$ cat src/rtl/bloom_pkg.sv
// Shared definitions for the Bloom filter controller: op codes, hash salts,
// state encoding and the key fold/index function.
package bloom_pkg;

    localparam logic [4:0] OP_INSERT = 5'b00001;
    localparam logic [4:0] OP_CLEAR  = 5'b00011;
    localparam logic [4:0] OP_CHECK  = 5'b00100;

    // SALT[i] is XORed into the folded key to form hash i.
    localparam logic [3:0][7:0] SALT = {8'h3C, 8'hA5, 8'h5A, 8'h00};

    typedef logic [2:0] state_t;
    localparam state_t IDLE = 3'd0;
    localparam state_t RD   = 3'd1;
    localparam state_t WR   = 3'd2;
    localparam state_t CHK  = 3'd3;
    localparam state_t CLR  = 3'd4;
    localparam state_t RESP = 3'd5;

    function automatic logic [7:0] key_fold(input logic [31:0] key);
        return key[31:24] ^ key[23:16] ^ key[15:8] ^ key[7:0];
    endfunction

    function automatic logic [7:0] bloom_index(input logic [31:0] key, input logic [1:0] hnum);
        return key_fold(key) ^ SALT[hnum];
    endfunction

endpackage

$ cat src/rtl/bloom_ctrl_if.sv
// Request/response handshake between the instruction decode and bloom_ctrl.
interface bloom_ctrl_if;
    logic        req_valid;
    logic        req_ready;
    logic [4:0]  req_op;
    logic [31:0] req_data;
    logic        rsp_valid;
    logic        rsp_ready;
    logic        rsp_match;
    logic        rsp_err;

    modport master (
        output req_valid, req_op, req_data, rsp_ready,
        input  req_ready, rsp_valid, rsp_match, rsp_err
    );

    modport slave (
        input  req_valid, req_op, req_data, rsp_ready,
        output req_ready, rsp_valid, rsp_match, rsp_err
    );
endinterface

$ cat src/rtl/bloom_hash.sv
// Combinational hash: maps (key, hash number) to a RAM word address and bit position.
module bloom_hash
    import bloom_pkg::*;
#(
    parameter int NUM_BITS = 256,
    localparam int NUM_WORDS = NUM_BITS / 32,
    localparam int AW = (NUM_WORDS > 1) ? $clog2(NUM_WORDS) : 1
) (
    input  logic [31:0]   key,
    input  logic [1:0]    hnum,
    output logic [AW-1:0] word,
    output logic [4:0]    bit_pos
);

    logic [7:0] idx;

    assign idx     = bloom_index(key, hnum) & 8'(NUM_BITS - 1);
    assign word    = AW'(idx >> 5);
    assign bit_pos = idx[4:0];

endmodule

$ cat src/rtl/bloom_ctrl.sv
// Bloom filter sequencing controller: insert (read-modify-write), check
// (read-compare with early exit) and clear (full sweep) over an external sync RAM.
module bloom_ctrl
    import bloom_pkg::*;
#(
    parameter int NUM_BITS = 256,
    parameter int WORD_W   = 32,
    parameter int NUM_HASH = 3,
    localparam int NUM_WORDS = NUM_BITS / WORD_W,
    localparam int AW = (NUM_WORDS > 1) ? $clog2(NUM_WORDS) : 1
) (
    input  logic              clk,
    input  logic              reset,
    bloom_ctrl_if.slave       bus,
    output logic [15:0]       ins_count,
    output logic [AW-1:0]     mem_addr,
    output logic              mem_we,
    output logic [WORD_W-1:0] mem_wdata,
    input  logic [WORD_W-1:0] mem_rdata
);

    localparam logic [1:0]    LAST_H = 2'(NUM_HASH - 1);
    localparam logic [AW-1:0] LAST_W = AW'(NUM_WORDS - 1);

    state_t        state;
    logic [4:0]    op;
    logic [31:0]   key;
    logic [1:0]    hcnt;
    logic [AW-1:0] ccnt;
    logic          match;
    logic          err;
    logic [AW-1:0] hword;
    logic [4:0]    hbit;

    bloom_hash #(.NUM_BITS(NUM_BITS)) u_hash (
        .key     (key),
        .hnum    (hcnt),
        .word    (hword),
        .bit_pos (hbit)
    );

    assign bus.req_ready = (state == IDLE);
    assign bus.rsp_valid = (state == RESP);
    assign bus.rsp_match = match;
    assign bus.rsp_err   = err;

    // NOTE: all state uses non-blocking assignments so every register samples
    // pre-edge values, independent of statement order. The RAM is external and
    // is never cleared by reset; only the clear op sweeps it.
    always_ff @(posedge clk) begin
        if (reset) begin
            state     <= IDLE;
            op        <= '0;
            key       <= '0;
            hcnt      <= '0;
            ccnt      <= '0;
            match     <= 1'b0;
            err       <= 1'b0;
            ins_count <= '0;
        end else begin
            case (state)
                IDLE: if (bus.req_valid) begin
                    op    <= bus.req_op;
                    key   <= bus.req_data;
                    hcnt  <= '0;
                    ccnt  <= '0;
                    match <= 1'b0;
                    err   <= 1'b0;
                    case (bus.req_op)
                        OP_INSERT, OP_CHECK: state <= RD;
                        OP_CLEAR:            state <= CLR;
                        default: begin
                            err   <= 1'b1;
                            state <= RESP;
                        end
                    endcase
                end
                RD: state <= (op == OP_INSERT) ? WR : CHK;
                WR: if (hcnt == LAST_H) begin
                    state <= RESP;
                    if (ins_count != 16'hFFFF) ins_count <= ins_count + 16'd1;
                end else begin
                    hcnt  <= hcnt + 2'd1;
                    state <= RD;
                end
                CHK: if (!mem_rdata[hbit]) begin
                    // Any clear bit proves absence; skip the remaining hashes.
                    match <= 1'b0;
                    state <= RESP;
                end else if (hcnt == LAST_H) begin
                    match <= 1'b1;
                    state <= RESP;
                end else begin
                    hcnt  <= hcnt + 2'd1;
                    state <= RD;
                end
                CLR: if (ccnt == LAST_W) begin
                    ins_count <= '0;
                    state     <= RESP;
                end else begin
                    ccnt <= ccnt + AW'(1);
                end
                RESP: if (bus.rsp_ready) begin
                    match <= 1'b0;
                    err   <= 1'b0;
                    state <= IDLE;
                end
                default: state <= IDLE;
            endcase
        end
    end

    // NOTE: every output gets a default first so no path leaves it unassigned
    // and no latch is inferred.
    always_comb begin
        mem_addr  = '0;
        mem_we    = 1'b0;
        mem_wdata = '0;
        case (state)
            RD: mem_addr = hword;
            WR: begin
                // Address held from RD; rdata is the word read in RD.
                mem_addr  = hword;
                mem_we    = 1'b1;
                mem_wdata = mem_rdata | (WORD_W'(1) << hbit);
            end
            CLR: begin
                mem_addr = ccnt;
                mem_we   = 1'b1;
            end
            default: ;
        endcase
    end

endmodule

$ cat src/flat_wrapper.sv
// flat-port wrapper written by rule: the top's interface ports become plain ports
module bloom_ctrl_flat import bloom_pkg::*;
#(
    parameter int NUM_BITS = 256,
    parameter int WORD_W   = 32,
    parameter int NUM_HASH = 3,
    localparam int NUM_WORDS = NUM_BITS / WORD_W,
    localparam int AW = (NUM_WORDS > 1) ? $clog2(NUM_WORDS) : 1
)
  (clk, reset, ins_count, mem_addr, mem_we, mem_wdata, mem_rdata, bus_req_valid, bus_req_op, bus_req_data, bus_rsp_ready, bus_req_ready, bus_rsp_valid, bus_rsp_match, bus_rsp_err);
  bloom_ctrl_if bus_i ();
  input  logic clk;
  input  logic reset;
  output logic [15:0] ins_count;
  output logic [AW-1:0] mem_addr;
  output logic mem_we;
  output logic [WORD_W-1:0] mem_wdata;
  input  logic [WORD_W-1:0] mem_rdata;
  input wire logic [$bits(bus_i.req_valid)-1:0] bus_req_valid;
  input wire logic [$bits(bus_i.req_op)-1:0] bus_req_op;
  input wire logic [$bits(bus_i.req_data)-1:0] bus_req_data;
  input wire logic [$bits(bus_i.rsp_ready)-1:0] bus_rsp_ready;
  output wire logic [$bits(bus_i.req_ready)-1:0] bus_req_ready;
  output wire logic [$bits(bus_i.rsp_valid)-1:0] bus_rsp_valid;
  output wire logic [$bits(bus_i.rsp_match)-1:0] bus_rsp_match;
  output wire logic [$bits(bus_i.rsp_err)-1:0] bus_rsp_err;
  assign bus_i.req_valid = bus_req_valid;
  assign bus_i.req_op = bus_req_op;
  assign bus_i.req_data = bus_req_data;
  assign bus_i.rsp_ready = bus_rsp_ready;
  assign bus_req_ready = bus_i.req_ready;
  assign bus_rsp_valid = bus_i.rsp_valid;
  assign bus_rsp_match = bus_i.rsp_match;
  assign bus_rsp_err = bus_i.rsp_err;
  bloom_ctrl #(.NUM_BITS(NUM_BITS), .WORD_W(WORD_W), .NUM_HASH(NUM_HASH)) u_core (.clk(clk), .reset(reset), .bus(bus_i), .ins_count(ins_count), .mem_addr(mem_addr), .mem_we(mem_we), .mem_wdata(mem_wdata), .mem_rdata(mem_rdata));
endmodule
$ cat config.mk
export PLATFORM = sky130hd
export DESIGN_NAME = bloom_ctrl_flat
export DESIGN_NICKNAME = d
export VERILOG_FILES = /design/src/rtl/bloom_pkg.sv /design/src/rtl/bloom_ctrl_if.sv /design/src/rtl/bloom_hash.sv /design/src/rtl/bloom_ctrl.sv /design/src/flat_wrapper.sv
export SDC_FILE = /design/constraint.sdc
export NUM_CORES = 1
export LEC_CHECK = 0
export BUFFER_PORTS_ARGS = -buffer_cell sky130_fd_sc_hd__buf_2
export CELL_PAD_IN_SITES_DETAIL_PLACEMENT = 1
export CELL_PAD_IN_SITES_GLOBAL_PLACEMENT = 2
export CORE_MARGIN = 2
export CORE_UTILIZATION = 30
export CTS_BUF_LIST = sky130_fd_sc_hd__clkbuf_16
export DETAILED_ROUTE_END_ITERATION = 10
export GPL_TIMING_DRIVEN = 0
export HOLD_SLACK_MARGIN = 0.12
export PLACE_DENSITY_LB_ADDON = 0.1
export SYNTH_ARGS = -nofsm -noshare
export SYNTH_HDL_FRONTEND = slang
export SYNTH_HIERARCHICAL = 1
export SYNTH_SLANG_ARGS = --single-unit
$ cat constraint.sdc
create_clock -name clk -period 4.95 [get_ports clk]
set_clock_uncertainty 0.05 [all_clocks]
set_input_delay 1.485 -clock clk [delete_from_list [all_inputs] [get_ports clk]]
set_output_delay 1.485 -clock clk [all_outputs]
set_load 0.02 [all_outputs]
## Word-level counts from Yosys, hierarchy flattened

Index checks and enable logic that the tools add are counted.

| storage, ports and cells | value |
|---|---|
| bits in registers | 63 |
| output and inout port bits | 56 |
| logic and storage cells | 90 |

| operators by class | value |
|---|---|
| $add $sub $neg | 3 |
| order comparisons | 2 |
| equality and inequality tests | 20 |
| shift operators | 1 |
| muxes and demuxes | 34 |
| bitwise operators | 5 |
| reductions and logical operators | 17 |

Operators with widths:

| operator | count |
|---|---|
| two-way mux 16 bit | 3 |
| two-way mux 32 bit | 1 |
| bitwise OR 32 bit | 1 |
| one-hot mux 16 bit (2 select lines) | 1 |
| left shift 1 x 5 -> 32 bit (first input constant) | 1 |
| XOR 8 bit | 4 |
| two-way mux 3 bit | 7 |
| one-hot mux 3 bit (2 select lines) | 3 |
| one-hot mux 3 bit (6 select lines) | 1 |
| adder 16 x 1 -> 16 bit (second input constant) | 1 |
| binary-select mux 8 bit (select 2 bit) | 1 |
| inequality test 16 bit (second input constant) | 1 |
| AND reduction 3 bit | 4 |
| == test 5 x 1 -> 1 bit (second input constant) | 2 |
| == test 3 bit (second input constant) | 3 |
| two-way mux 1 bit | 9 |
| two-way mux 8 bit | 1 |
| inequality test 2 x 1 -> 1 bit (second input constant) | 4 |
| AND reduction 4 bit | 2 |
| == test 3 x 2 -> 1 bit (second input constant) | 2 |
| less-than comparator 5 x 6 -> 1 bit (second input constant) | 1 |
| two-way mux 2 bit | 3 |
| inequality test 2 bit (second input constant) | 3 |
| one-hot mux 2 bit (3 select lines) | 1 |
| 17 further kinds | 22 |

## Depth between registers and ports, before layout

| depth | value |
|---|---|
| depth in word-level cells | 8 |
| gate-level depth with buffers | 10 |
| depth with buffers taken out | 8 |

## By module

Netlist, hierarchy kept.

By module, submodules not included:

| module | times used | cells an instance | area each (um^2) | sequential area each (um^2) |
|---|---|---|---|---|
| bloom_ctrl | 1 | 464 | 3542.1 | 1261.2 |
| bloom_hash | 1 | 26 | 332.8 | 0.0 |

## Least setup slack after synthesis

OpenSTA, ideal clock, no wires.

| timing | value |
|---|---|
| path type | register -> output |
| from | register u_core.hcnt[1] |
| to | output port mem_wdata[4] |
| arrival time | 1999 ps |
| required time | 3415 ps |
| setup slack | 1416 ps |
| stages on the path, launching flop included | 7 |
| path through | dfxtp_1 xnor3_1 xnor2_1 inv_2 nor3_1 a21oi_1 nor2_1 |

| between the ends | value |
|---|---|
| cells in the longest elaborated chain, start to end | 6 |

RTL lines:

| item | line | source |
|---|---|---|
| from (decl) | bloom_ctrl.sv:28 | `logic [1:0] hcnt;` |
| from (signal assigned) | bloom_ctrl.sv:83 | `hcnt <= hcnt + 2'd1;` |
| from (signal assigned) | bloom_ctrl.sv:94 | `hcnt <= hcnt + 2'd1;` |
| binary-select mux 8 bit (select 2 bit) | bloom_pkg.sv:25 | `return key_fold(key) ^ SALT[hnum];` |
| two-way mux 8 bit (not written as such) | bloom_pkg.sv:25 |  |
| XOR 8 bit | bloom_pkg.sv:25 |  |
| named net u_core.hbit[2] | bloom_ctrl.sv:33 | `logic [4:0] hbit;` |
| left shift 1 x 5 -> 32 bit | bloom_ctrl.sv:125 | `mem_wdata = mem_rdata \| (WORD_W'(1) << hbit);` |
| bitwise OR 32 bit | bloom_ctrl.sv:125 |  |
| two-way mux 32 bit | bloom_ctrl.sv:119 | `case (state)` |
| to (decl) | flat_wrapper.sv:17 | `output logic [WORD_W-1:0] mem_wdata;` |

The timed path passes the listed nets, and every way through them passes these cells. The select of a mux whose other input is x is not followed.

## Worst setup path in the final report

| timing | value |
|---|---|
| from | register u_core.hcnt[1] |
| to | output port mem_wdata[5] |

Same word-level chain as after synthesis.

==> qor.txt <==
run status: finished clean
CP endpoint kind: output port
Critical Path RT: 3.41 ns
Pwr Density: 391 mW/mm²
vias in the first global route: 4091
first-pass GRT wire length: 21000 µm
routed vias/inst: 4.87
crit path max fanout: 8
IO Pins: 129
area grow syn2layout: 28.7%
top flip-flop cell by instance count after synthesis: dfxtp_1
Die Ht: 118 µm
setup_tns: 0 ns
register area share after synthesis: 0.325
Nets: 706
Mean Syn Cell Area: 7.91 µm²
synthesized cell area: 0.00387 mm²
clock latency on the worst-skew pair: 0.33 ns
post-synthesis cell type count: 57
antenna cell count: 0
1st-pass router iterations: 4
Max clock buf depth: 2
WL per Instance: 16.2 µm
RePlAce Congestion: 0.754
Reg clk slew, reported paths: 0.05 ns
drt first-iter violations: 144
final worst slack: 0.585 ns
Max Slew Vio Count: 0
total grt overflow: 0
Min Clock Period, post-route: 4.37 ns
hold buffer count at cts: 0
htree depth: 3
worst r2r path cells: 8
RR Startpoint: u_core/hcnt[1]
Die W: 118 µm
R2R Setup Slk: 1.68 ns
area share of the leading cell type in the synthesized netlist: 0.325
initial antenna violation count: 0
commonest non-fill, non-tap cell in the layout: buf_2
largest net degree at the start of global routing: 11
IO Port Bufs: 128
routed wire length: 13000 µm
DP Worst Slack: 0.972 ns
Synth area leaders: dfxtp_1 33%, a21oi_1 11%, nand2_1 8.9%
post-route clock period utilization: 0.882
RSZ-0062 raised after global routing: false
die area: 0.0138 mm²
placed cell areas: 0.00473 mm²
synthesized flop and latch total: 63
core area: 0.0126 mm²
synth warn: 6
CP Class: reg -> out
post-synth net total: 567
root cell of the clock tree: clkbuf_16
TritonCTS clock tree: built
row count: 41
leakage: 2.14 nW
actual slew at the worst max-slew pin: 0.734 ns
Num CTS Buffers: 9
relative slew slack: 0.507
Fmax achieved: 0.229 GHz
fillers: 1618
most frequent cells in the layout: 130 x buf_2, 92 x nand2_1, 89 x a21oi_1, 63 x dfxtp_1, 58 x nor2_1
clock sink count: 63
min-delay src: u_core/op[1]
Remaining DRCs: 0
Final Cell Area: 0.00499 mm²
post-CTS setup buffers: 0
setup violators final: 0
hold depth: 2
dominant cell type by area after synthesis: dfxtp_1
dpl hpwl: 10100 µm
Hold Crit Class: reg -> reg
async set-or-reset flop fraction in the synthesized netlist: 0
Initial Utilization: 0.307
# resized after CTS: 0
Worst Setup Start Kind: flip-flop
Max-Cap Viols: 0
CP Data Arrival Time: 2.83 ns
RR Endpoint: u_core/hcnt[1]
Mapped Cells: 490
share of cells above drive strength 1: 0.276
Fin. Hold Viols: 0
remaining antenna violation count after routing: 0
GRT Util Overall: 0.190
Post-synth EDFFs: 0
Hold EP: u_core/op[1]
maximum vdd drop: 0.276 mV
via count: 3926
==> worst max path at each step <==
stage | start | end | slack (ns) | cells past startpoint
finish | u_core/hcnt[1] | mem_wdata[5] | 0.58 | 7
global route | u_core/hcnt[1] | mem_wdata[5] | 0.34 | 7
CTS | u_core/hcnt[1] | mem_wdata[7] | 0.58 | 7
detailed placement | u_core/hcnt[1] | mem_wdata[5] | 0.97 | 7
global placement | u_core/hcnt[1] | mem_wdata[20] | 0.98 | 7
floorplan | u_core/hcnt[1] | mem_wdata[4] | 1.42 | 6
==> state kept, by name (all words and copies together) (netlist names) <==
name                  flops
u_core/bus.rsp_match      1
u_core/hcnt               2
u_core/key               32
u_core/ins_count         16
u_core/bus.rsp_err        1
u_core/state              3
u_core/ccnt               3
u_core/op                 5
==> final cells by class <==
cell class | count | area [µm²] | share of cell area
Inverter | 9 | 33.8 | 0.00677
Clock buffer | 9 | 225 | 0.0451
Timing Repair Buffer | 128 | 641 | 0.128
Tap cell | 172 | 215 | 0.0431
Sequential cell | 63 | 1260 | 0.253
Clock inverter | 7 | 32.5 | 0.00652
Buffer | 34 | 188 | 0.0376
Multi-Input combinational cell | 384 | 2390 | 0.480
==> where the power goes <==
part           leakage [nW]  internal, W  switching, W
Clock                 0.133     0.000329      0.000227
Combinational          1.49     0.000325      0.000484
Sequential            0.513     0.000553     0.0000293
==> stage by stage <==
| stage | power (W) | hold WS (ns) | util | cells |
|---|---|---|---|---|
| global route | 0.00208 | 0.428 | 0.395 | 806 |
| global placement | 0.00140 | 0.392 | 0.375 | 790 |
| detailed placement | 0.00140 | 0.399 | 0.375 | 790 |
| CTS | 0.00198 | 0.407 | 0.395 | 806 |
| floorplan | 0.00117 | 0.381 | - | 490 |
| finish | 0.00195 | 0.403 | 0.395 | 806 |
==> cell families after synthesis <==
kind of cell | count (synthesis) | share of synthesized area
DFF | 63 | 0.325
AOI/OAI and AO/OA | 109 | 0.169
muxes | 15 | 0.0639
adders and majority gates | 4 | 0.0129
buffers and inverters | 43 | 0.0571
xor gates and xnor gates | 40 | 0.119
and+or+nand+nor | 216 | 0.253
==> routing by layer <==
layer,global-route usage,part of all wire
met1,0.230,0.45
met2,0.333,0.50
met3,0.0451,0.040
met4,0.0542,0.011
met5,0,0
==> synth_stat cells (all sizes together), types with 2 or more instances <==
| cell type | n |
|---|---|
| dfxtp | 63 |
| buf | 12 |
| or2 | 2 |
| and4 | 2 |
| inv | 9 |
| nor4 | 3 |
| o32ai | 3 |
| clkbuf | 22 |
| a2111oi | 5 |
| mux4 | 6 |
| nor2 | 58 |
| a211oi | 2 |
| mux2 | 6 |
| and2 | 3 |
| mux2i | 3 |
| xnor3 | 8 |
| nor3 | 6 |
| and3 | 5 |
| nor2b | 3 |
| nand4 | 7 |
| xor2 | 5 |
| nand3 | 15 |
| or4 | 2 |
| xnor2 | 27 |
| a41oi | 2 |
| nand2 | 92 |
| nand3b | 2 |
| or3 | 3 |
| nand2b | 8 |
| and2b | 2 |
| ha | 4 |
| a21oi | 89 |
==> critical path, cell delays in order, from the launching register on <==
cell	delay [ns]
dfxtp_1	0.44
xnor3_1	0.46
xnor2_1	0.60
inv_2	0.19
nor3_1	0.38
a21oi_1	0.12
nor2_1	0.12
buf_2	0.18
Power figures use the tool's default switching activity.
